`src/rtl/alu_wide_seq_pkg.sv`:
```
// rtl/alu_wide_seq_pkg.sv - shared types and constants for the wide ALU sequencer
package alu_seq_pkg;

  typedef enum logic [1:0] {
    ST_IDLE = 2'd0,
    ST_RUN  = 2'd1,
    ST_DONE = 2'd2
  } state_t;

  localparam int WORD_W_DEFAULT    = 16;
  localparam int NUM_WORDS_DEFAULT = 2;

  // Select/mode pairs understood by the downstream 16-bit ALU
  localparam logic [3:0] SEL_ADD     = 4'b1001;
  localparam logic       MODE_ADD    = 1'b1;
  localparam logic [3:0] SEL_XOR     = 4'b0110;
  localparam logic       MODE_XOR    = 1'b0;
  localparam logic [3:0] SEL_PASS_A  = 4'b1111;
  localparam logic       MODE_PASS_A = 1'b0;

  function automatic int idx_width(input int num_words);
    return (num_words > 1) ? $clog2(num_words) : 1;
  endfunction

endpackage

```
`src/rtl/alu_wide_seq_if.sv`:
```
// rtl/alu_wide_seq_if.sv - command, response and ALU-side signals of the sequencer
interface alu_wide_seq_if #(
  parameter int WORD_W    = 16,
  parameter int NUM_WORDS = 2
);

  logic                        cmd_valid;
  logic                        cmd_ready;
  logic [WORD_W*NUM_WORDS-1:0] cmd_a;
  logic [WORD_W*NUM_WORDS-1:0] cmd_b;
  logic [3:0]                  cmd_select;
  logic                        cmd_mode;
  logic                        cmd_carry_in;
  logic                        cmd_wide;

  logic [WORD_W-1:0]           alu_in_a;
  logic [WORD_W-1:0]           alu_in_b;
  logic [3:0]                  alu_select;
  logic                        alu_mode;
  logic                        alu_carry_in;
  logic [WORD_W-1:0]           alu_out;
  logic                        alu_carry_out;
  logic                        alu_compare;

  logic                        rsp_valid;
  logic                        rsp_ready;
  logic [WORD_W*NUM_WORDS-1:0] rsp_result;
  logic                        rsp_carry;
  logic                        rsp_equal;

  // Environment side: command producer, ALU and response consumer
  modport master (
    output cmd_valid, cmd_a, cmd_b, cmd_select, cmd_mode, cmd_carry_in, cmd_wide,
    input  cmd_ready,
    input  alu_in_a, alu_in_b, alu_select, alu_mode, alu_carry_in,
    output alu_out, alu_carry_out, alu_compare,
    input  rsp_valid, rsp_result, rsp_carry, rsp_equal,
    output rsp_ready
  );

  // Sequencer side
  modport slave (
    input  cmd_valid, cmd_a, cmd_b, cmd_select, cmd_mode, cmd_carry_in, cmd_wide,
    output cmd_ready,
    output alu_in_a, alu_in_b, alu_select, alu_mode, alu_carry_in,
    input  alu_out, alu_carry_out, alu_compare,
    output rsp_valid, rsp_result, rsp_carry, rsp_equal,
    input  rsp_ready
  );

endinterface

```
`src/rtl/alu_wide_seq.sv`:
```
// rtl/alu_wide_seq.sv - drives a WORD_W ALU slice by slice for wide operations
// Optional overlap of response and next command: define ALU_SEQ_B2B_EN.
module alu_wide_seq
  import alu_seq_pkg::*;
#(
  parameter int WORD_W    = WORD_W_DEFAULT,
  parameter int NUM_WORDS = NUM_WORDS_DEFAULT
) (
  input  logic          clk,
  input  logic          rst,
  alu_wide_seq_if.slave bus
);

  localparam int FULL_W = WORD_W * NUM_WORDS;
  localparam int IDX_W  = idx_width(NUM_WORDS);

  state_t             r_state;
  state_t             w_next_state;
  logic [IDX_W-1:0]   r_idx;
  logic [FULL_W-1:0]  r_a;
  logic [FULL_W-1:0]  r_b;
  logic [FULL_W-1:0]  r_result;
  logic [3:0]         r_sel;
  logic               r_mode;
  logic               r_cin;
  logic               r_wide;
  logic               r_carry;
  logic               r_equal;

  logic               w_cmd_ready;
  logic               w_cmd_fire;
  logic               w_rsp_fire;
  logic               w_last;
  logic [IDX_W-1:0]   w_last_idx;
  int                 w_base;

  always_ff @(posedge clk) begin
    if (!rst) begin
      r_state <= ST_IDLE;
    end else begin
      r_state <= w_next_state;
    end
  end

  always_comb begin
    w_last_idx = r_wide ? IDX_W'(NUM_WORDS - 1) : '0;
    w_last     = (r_idx == w_last_idx);
    w_rsp_fire = (r_state == ST_DONE) && bus.rsp_ready;
    w_base     = int'(r_idx) * WORD_W;

    w_cmd_ready = 1'b0;
    if (rst) begin
      if (r_state == ST_IDLE) begin
        w_cmd_ready = 1'b1;
      end
`ifdef ALU_SEQ_B2B_EN
      if (w_rsp_fire) begin
        w_cmd_ready = 1'b1;
      end
`endif
    end
    w_cmd_fire = bus.cmd_valid && w_cmd_ready;

    w_next_state = r_state;
    case (r_state)
      ST_IDLE: if (w_cmd_fire) w_next_state = ST_RUN;
      ST_RUN:  if (w_last)     w_next_state = ST_DONE;
      // A command can only fire in DONE when the overlap option is built in
      ST_DONE: if (w_rsp_fire) w_next_state = w_cmd_fire ? ST_RUN : ST_IDLE;
      default: w_next_state = ST_IDLE;
    endcase

    bus.alu_in_a     = '0;
    bus.alu_in_b     = '0;
    bus.alu_select   = '0;
    bus.alu_mode     = 1'b0;
    bus.alu_carry_in = 1'b0;
    if (r_state == ST_RUN) begin
      bus.alu_in_a     = r_a[w_base +: WORD_W];
      bus.alu_in_b     = r_b[w_base +: WORD_W];
      bus.alu_select   = r_sel;
      bus.alu_mode     = r_mode;
      bus.alu_carry_in = (r_idx == '0) ? r_cin : r_carry;
    end
  end

  always_ff @(posedge clk) begin
    if (!rst) begin
      r_idx    <= '0;
      r_a      <= '0;
      r_b      <= '0;
      r_sel    <= '0;
      r_mode   <= 1'b0;
      r_cin    <= 1'b0;
      r_wide   <= 1'b0;
      r_result <= '0;
      r_carry  <= 1'b0;
      r_equal  <= 1'b0;
    end else if (w_cmd_fire) begin
      r_idx    <= '0;
      r_a      <= bus.cmd_a;
      r_b      <= bus.cmd_b;
      r_sel    <= bus.cmd_select;
      r_mode   <= bus.cmd_mode;
      r_cin    <= bus.cmd_carry_in;
      r_wide   <= bus.cmd_wide;
      r_result <= '0;
      r_carry  <= 1'b0;
      r_equal  <= 1'b1;
    end else if (r_state == ST_RUN) begin
      r_result[w_base +: WORD_W] <= bus.alu_out;
      r_carry                    <= bus.alu_carry_out;
      r_equal                    <= r_equal & bus.alu_compare;
      if (!w_last) begin
        r_idx <= r_idx + 1'b1;
      end
    end
  end

  assign bus.cmd_ready  = w_cmd_ready;
  assign bus.rsp_valid  = (r_state == ST_DONE);
  assign bus.rsp_result = r_result;
  assign bus.rsp_carry  = r_carry;
  assign bus.rsp_equal  = r_equal;

endmodule

```
`src/flat_wrapper.sv`:
```
// flat-port wrapper written by rule: the top's interface ports become plain ports
module alu_wide_seq_flat import alu_seq_pkg::*;
#(
  parameter int WORD_W    = WORD_W_DEFAULT,
  parameter int NUM_WORDS = NUM_WORDS_DEFAULT
)
  (clk, rst, bus_cmd_valid, bus_cmd_a, bus_cmd_b, bus_cmd_select, bus_cmd_mode, bus_cmd_carry_in, bus_cmd_wide, bus_cmd_ready, bus_alu_in_a, bus_alu_in_b, bus_alu_select, bus_alu_mode, bus_alu_carry_in, bus_alu_out, bus_alu_carry_out, bus_alu_compare, bus_rsp_valid, bus_rsp_result, bus_rsp_carry, bus_rsp_equal, bus_rsp_ready);
  alu_wide_seq_if #(.WORD_W(WORD_W), .NUM_WORDS(NUM_WORDS)) bus_i ();
  input  logic clk;
  input  logic rst;
  input wire logic [$bits(bus_i.cmd_valid)-1:0] bus_cmd_valid;
  input wire logic [$bits(bus_i.cmd_a)-1:0] bus_cmd_a;
  input wire logic [$bits(bus_i.cmd_b)-1:0] bus_cmd_b;
  input wire logic [$bits(bus_i.cmd_select)-1:0] bus_cmd_select;
  input wire logic [$bits(bus_i.cmd_mode)-1:0] bus_cmd_mode;
  input wire logic [$bits(bus_i.cmd_carry_in)-1:0] bus_cmd_carry_in;
  input wire logic [$bits(bus_i.cmd_wide)-1:0] bus_cmd_wide;
  output wire logic [$bits(bus_i.cmd_ready)-1:0] bus_cmd_ready;
  output wire logic [$bits(bus_i.alu_in_a)-1:0] bus_alu_in_a;
  output wire logic [$bits(bus_i.alu_in_b)-1:0] bus_alu_in_b;
  output wire logic [$bits(bus_i.alu_select)-1:0] bus_alu_select;
  output wire logic [$bits(bus_i.alu_mode)-1:0] bus_alu_mode;
  output wire logic [$bits(bus_i.alu_carry_in)-1:0] bus_alu_carry_in;
  input wire logic [$bits(bus_i.alu_out)-1:0] bus_alu_out;
  input wire logic [$bits(bus_i.alu_carry_out)-1:0] bus_alu_carry_out;
  input wire logic [$bits(bus_i.alu_compare)-1:0] bus_alu_compare;
  output wire logic [$bits(bus_i.rsp_valid)-1:0] bus_rsp_valid;
  output wire logic [$bits(bus_i.rsp_result)-1:0] bus_rsp_result;
  output wire logic [$bits(bus_i.rsp_carry)-1:0] bus_rsp_carry;
  output wire logic [$bits(bus_i.rsp_equal)-1:0] bus_rsp_equal;
  input wire logic [$bits(bus_i.rsp_ready)-1:0] bus_rsp_ready;
  assign bus_i.cmd_valid = bus_cmd_valid;
  assign bus_i.cmd_a = bus_cmd_a;
  assign bus_i.cmd_b = bus_cmd_b;
  assign bus_i.cmd_select = bus_cmd_select;
  assign bus_i.cmd_mode = bus_cmd_mode;
  assign bus_i.cmd_carry_in = bus_cmd_carry_in;
  assign bus_i.cmd_wide = bus_cmd_wide;
  assign bus_cmd_ready = bus_i.cmd_ready;
  assign bus_alu_in_a = bus_i.alu_in_a;
  assign bus_alu_in_b = bus_i.alu_in_b;
  assign bus_alu_select = bus_i.alu_select;
  assign bus_alu_mode = bus_i.alu_mode;
  assign bus_alu_carry_in = bus_i.alu_carry_in;
  assign bus_i.alu_out = bus_alu_out;
  assign bus_i.alu_carry_out = bus_alu_carry_out;
  assign bus_i.alu_compare = bus_alu_compare;
  assign bus_rsp_valid = bus_i.rsp_valid;
  assign bus_rsp_result = bus_i.rsp_result;
  assign bus_rsp_carry = bus_i.rsp_carry;
  assign bus_rsp_equal = bus_i.rsp_equal;
  assign bus_i.rsp_ready = bus_rsp_ready;
  alu_wide_seq #(.WORD_W(WORD_W), .NUM_WORDS(NUM_WORDS)) u_core (.clk(clk), .rst(rst), .bus(bus_i));
endmodule
```
`config.mk`:
```
export PLATFORM = sky130hd
export DESIGN_NAME = alu_wide_seq_flat
export DESIGN_NICKNAME = d
export VERILOG_FILES = /design/src/rtl/alu_wide_seq_pkg.sv /design/src/rtl/alu_wide_seq_if.sv /design/src/rtl/alu_wide_seq.sv /design/src/flat_wrapper.sv
export SDC_FILE = /design/constraint.sdc
export NUM_CORES = 1
export LEC_CHECK = 0
export BUFFER_PORTS_ARGS = -buffer_cell sky130_fd_sc_hd__buf_2
export CORE_MARGIN = 5
export CORE_UTILIZATION = 25
export CTS_CLUSTER_SIZE = 14
export DETAILED_ROUTE_END_ITERATION = 10
export PLACE_DENSITY_LB_ADDON = 0.05
export SLEW_MARGIN = 0
export SYNTH_ARGS = -nofsm -noshare
export SYNTH_HDL_FRONTEND = slang
export SYNTH_SLANG_ARGS = --single-unit
```
`constraint.sdc`:
```
create_clock -name clk -period 1.35 [get_ports clk]
set_input_delay 0.27 -clock clk [delete_from_list [all_inputs] [get_ports clk]]
set_output_delay 0.27 -clock clk [all_outputs]
set_load 0.005 [all_outputs]
```
* Word-level counts from Yosys, hierarchy flattened
Index checks and enable logic that the tools add are counted.
Operators by class: $add $sub $neg 2, eq/ne operators 6, shifts and indexed selects 4, multiplexer cells 17, bitwise logic cells 3, reduce and logical (&&, ||, !) cells 7
Operator list (count):
- $shiftx 32x6->16 | 2
- $neg 5->33 | 1
- $shift 16x33->32 const A | 1
- $shiftx 16x33->32 | 1
- $bwmux 32 | 1
- $mux 16 | 2
- $mux 1 | 9
- $mux 2 | 3
- $ne 2x1->1 const B | 3
- $pmux 2 s3 | 1
- $mux 4 | 1
- $reduce_and 3->1 | 1
- $eq 2x1->1 const B | 1
- $eq 2x2->1 const B | 1
- $logic_and 1x1->1 | 2
- $logic_not 2->1 | 1
- $not 1->1 | 2
- $reduce_and 2->1 | 1
- $reduce_bool 2->1 | 1
- $reduce_or 2->1 | 1
- $add 1x1->1 const B | 1
- $and 1x1->1 | 1
- $eq 1x1->1 | 1
Word-level totals: register bits 108, input bits 93, output and inout port bits 74, logic and storage cells 50

* Longest topological paths before layout
word-level depth 7, mapped depth 7, depth with buffers taken out 3

* Worst setup path before layout
OpenSTA, ideal clock, no wires.
kind register to output, from register u_core.r_idx, to output bus_alu_in_a[10], arrival time 1.089 ns, required time 1.080 ns, path slack -0.009 ns, cell stages (with the launch flop) 5, path buffers 2, path through dfxtp_1 > buf_2 > buf_2 > mux2i_1 > nor2_1
On the way: cells in the longest elaborated chain, start to end 2
Ends and longest elaborated chain:
- start, declared | line alu_wide_seq.sv:19 | logic [IDX_W-1:0] r_idx;
- start signal, assigned | line alu_wide_seq.sv:115 | r_idx <= r_idx + 1'b1;
- $shiftx 32x6->16 | line alu_wide_seq.sv:79 | bus.alu_in_a = r_a[w_base +: WORD_W];
- $mux 16 | line alu_wide_seq.sv:78 | if (r_state == ST_RUN) begin
- end, declared | line flat_wrapper.sv:19 | output wire logic [$bits(bus_i.alu_in_a)-1:0] bus_alu_in_a;
Every way passes these cells.

* Final worst setup path
from register u_core.r_idx, to output bus_alu_in_a[0]
The elaborated chain is that of the path after synthesis.

==> flow_metrics.py <==
metrics = {
    "run_status": {
        "run_status": "finished, violations left",
        "violations": "setup timing",
    },
    "final_layout": {
        "final_net_count": 836,
        "fin_area_um2": 6960,
        "fillCellCount": 1761,
        "utilization_pct": 40.4,
        "final_cells": 973,
        "area_growth_syn_to_layout_pct": 58.9,
        "diodes": 0,
        "multiInputGateArea_um2": 2460,
        "seq_area_um2": 2170,
        "drive_above_1_share_pct": 46.1,
    },
    "setup_path": {
        "path_class": "register to output pin",
        "critPathCaptureType": "output pin",
        "crit_required_ps": 1080,
        "critPathArrivalTime_ps": 1370,
        "r2r_slack_ps": -120,
        "critPathMaxFanout": 8,
        "critPathLaunchType": "register",
    },
    "power": {
        "switchingPower_mw": 1.91,
        "leakagePower_nw": 2.90,
        "power_frac_seq_pct": 46.3,
        "combPwrFrac_pct": 14.3,
        "netSwitchingFraction_pct": 25.4,
        "ir_worst_vdd_uv": 594,
        "powerDensity_nw_per_um2": 1080,
        "cell_internal_pwr_mw": 5.61,
        "p_total_mw": 7.51,
        "clkPwrFrac_pct": 39.4,
    },
    "route": {
        "drt_iter0_markers": 117,
        "drtPass1Iterations": 4,
        "drt_drc_violations_left": 0,
        "final_antenna_net_count": 0,
        "wl_per_cell_um": 15.4,
        "via_count": 4295,
        "wl_mm": 15.0,
        "vias_per_cell": 4.41,
    },
    "synth": {
        "synth-compound-area-share_pct": 12.8,
        "yosys.area_share.simple_pct": 23.8,
        "synth_top_family_by_area": "simple AND/OR/NAND/NOR gates",
        "syn-cell-area_um2": 4380,
        "async_flop_share_pct": 0,
        "muxShareOfSynthArea_pct": 7.54,
        "yosys-top-cells-area": "dfxtp_1 (49%), nand2_1 (18%), mux2i_1 (7.5%)",
        "synthAdderAreaFrac_pct": 0,
        "syn-num-nets": 649,
        "synth_top_area_cell": "dfxtp_1",
        "yosysUniqueCellTypes": 28,
        "avgSynthCellArea_um2": 7.88,
        "synth_top_area_share_pct": 49.4,
        "synth_edf_count": 0,
        "yosys_warnings": 0,
        "synth-seq-cells": 108,
        "synth_common_cells": "nand2_1 (210), dfxtp_1 (108), o21ai_0 (49)",
        "netlist_instances": 556,
        "yosysMostFrequentCell": "nand2_1",
        "synth-xor-area-share_pct": 0.200,
        "ys_seq_area_share_pct": 49.4,
        "synth_flop_cell": "dfxtp_1",
    },
    "clocking": {
        "numClockSinks": 108,
        "tritoncts": "done",
        "cts_buffers": 9,
        "root_buffer": "clkbuf_16",
        "cts_hold_buffers": 0,
        "clk_pin_slew_ps": 70,
        "htreeDepth": 3,
        "clock_latency_ps": 350,
        "cts.path.max_buffers": 2,
    },
    "floorplanning": {
        "fp.dieH_um": 142,
        "placementRows": 48,
        "core_um2": 17200,
        "io_pins": 167,
        "start_util_pct": 25.4,
        "dieWidth_um": 142,
        "die_area_um2": 20300,
    },
    "global_routing": {
        "grt_pass1_wl_mm": 21.7,
        "grt_pass1_vias": 4153,
        "overflow": 0,
        "track_usage_pct": 13.4,
        "antenna_found_initial": 1,
        "grt_max_degree": 62,
    },
    "sta": {
        "worst_slew_pin_slew_ps": 304,
        "layout_setup_ws_ps": -288,
        "relSlewSlack_pct": 79.7,
        "finalCritPeriodShare_pct": 121,
        "drv_slew": 0,
        "setup_tns_ps": -14740,
        "setup_viol": 126,
        "rsz0062_at_grt": "yes",
        "hold_ws_ps": 109,
        "max_freq_mhz": 611,
        "finalClockSkew_ps": 3.89,
        "final_hold_viol_count": 0,
        "min_period_ps": 1640,
    },
    "place": {
        "io_buffers": 166,
        "placed_cells": 931,
        "dp_slack_ps": 8.47,
        "place_area_um2": 5580,
        "dp_hpwl_mm": 9.44,
        "globalplace.congestion": 0.725,
    },
    "flow_run": {
        "cap_violations": 0,
    },
    "hold_path": {
        "min_path_type": "primary input to register",
    },
}
## metal layers
layer  global-route usage, %  wire (um)
met3                    4.84        908
met5                       0          7
met4                    3.10        191
met1                    16.4       6600
met2                    22.5       7280
## repair_timing
item,CTS,global route
gates cloned,2,14
endpoints found under the setup margin,40,91
resized for setup,39,169
pin swaps,7,73
buffers inserted,4,9
## cell families (layout without fill, tap and decap cells)
group | count (synthesis) | count (layout)
xor gates and xnor gates | 1 | 1
DFF | 108 | 108
buffers and inverters | 45 | 237
muxes | 33 | 33
AOI/OAI and AO/OA | 109 | 109
and+or+nand+nor | 260 | 260
## sequential cells by signal (all words and copies together), names as in the netlist
register and flops:
u_core.bus.rsp_carry 1, u_core.bus.rsp_equal 1, u_core.bus.rsp_result 32, u_core.r_a 32, u_core.r_b 32, u_core.r_cin 1, u_core.r_idx 1, u_core.r_mode 1
u_core.r_sel 4, u_core.r_state 2, u_core.r_wide 1
## placed cells by master (no fill, tap or decap), types with 2 or more instances in the layout
master / n
dfxtp_1: 105
buf_6: 17
and2_4: 5
bufinv_16: 2
nor2b_4: 2
buf_4: 13
clkbuf_16: 19
inv_1: 2
dfxtp_4: 3
nor3b_4: 2
mux2i_4: 4
o21ai_1: 35
o21ai_2: 20
mux2i_1: 29
buf_2: 160
nand2_2: 21
nand2_1: 162
clkinvlp_4: 2
nand2_4: 27
o21ai_0: 16
buf_8: 4
a21oi_1: 14
nor2_1: 33
buf_12: 15
a21oi_2: 20
## power by group through the flow
stage | sequential (mW) | clock, mW | combinational [mW]
floorplan | 3.52 | 0 | 0.409
detailed placement | 3.54 | 0 | 0.729
global route | 3.50 | 3.22 | 1.18
finish | 3.48 | 2.96 | 1.07
CTS | 3.47 | 3.09 | 0.773
global placement | 3.54 | 0 | 0.723
## cell type report
class | instances | area share, %
Multi-Input combinational cell | 403 | 35.4
Sequential cell | 108 | 31.2
Timing Repair Buffer | 219 | 24.4
Tap cell | 225 | 4.05
Clock buffer | 10 | 3.43
Clock inverter | 6 | 1.37
Inverter | 2 | 0.108
## worst paths after layout
check                          from               to  cells after the start
setup reg to reg  u_core.r_state[1]   u_core.r_b[29]                      6
setup / recovery       u_core.r_idx  bus_alu_in_a[0]                      4
hold / removal         bus_cmd_a[9]    u_core.r_a[9]                      3
hold reg to reg       u_core.r_b[7]    u_core.r_b[7]                      2
## critical path, cell delays in order (launching register included)
cell     delay, ps
dfxtp_4        420
buf_12         170
mux2i_4        240
nor2_1          60
buf_2          120
No activity file was read; power rests on OpenSTA's default activity.
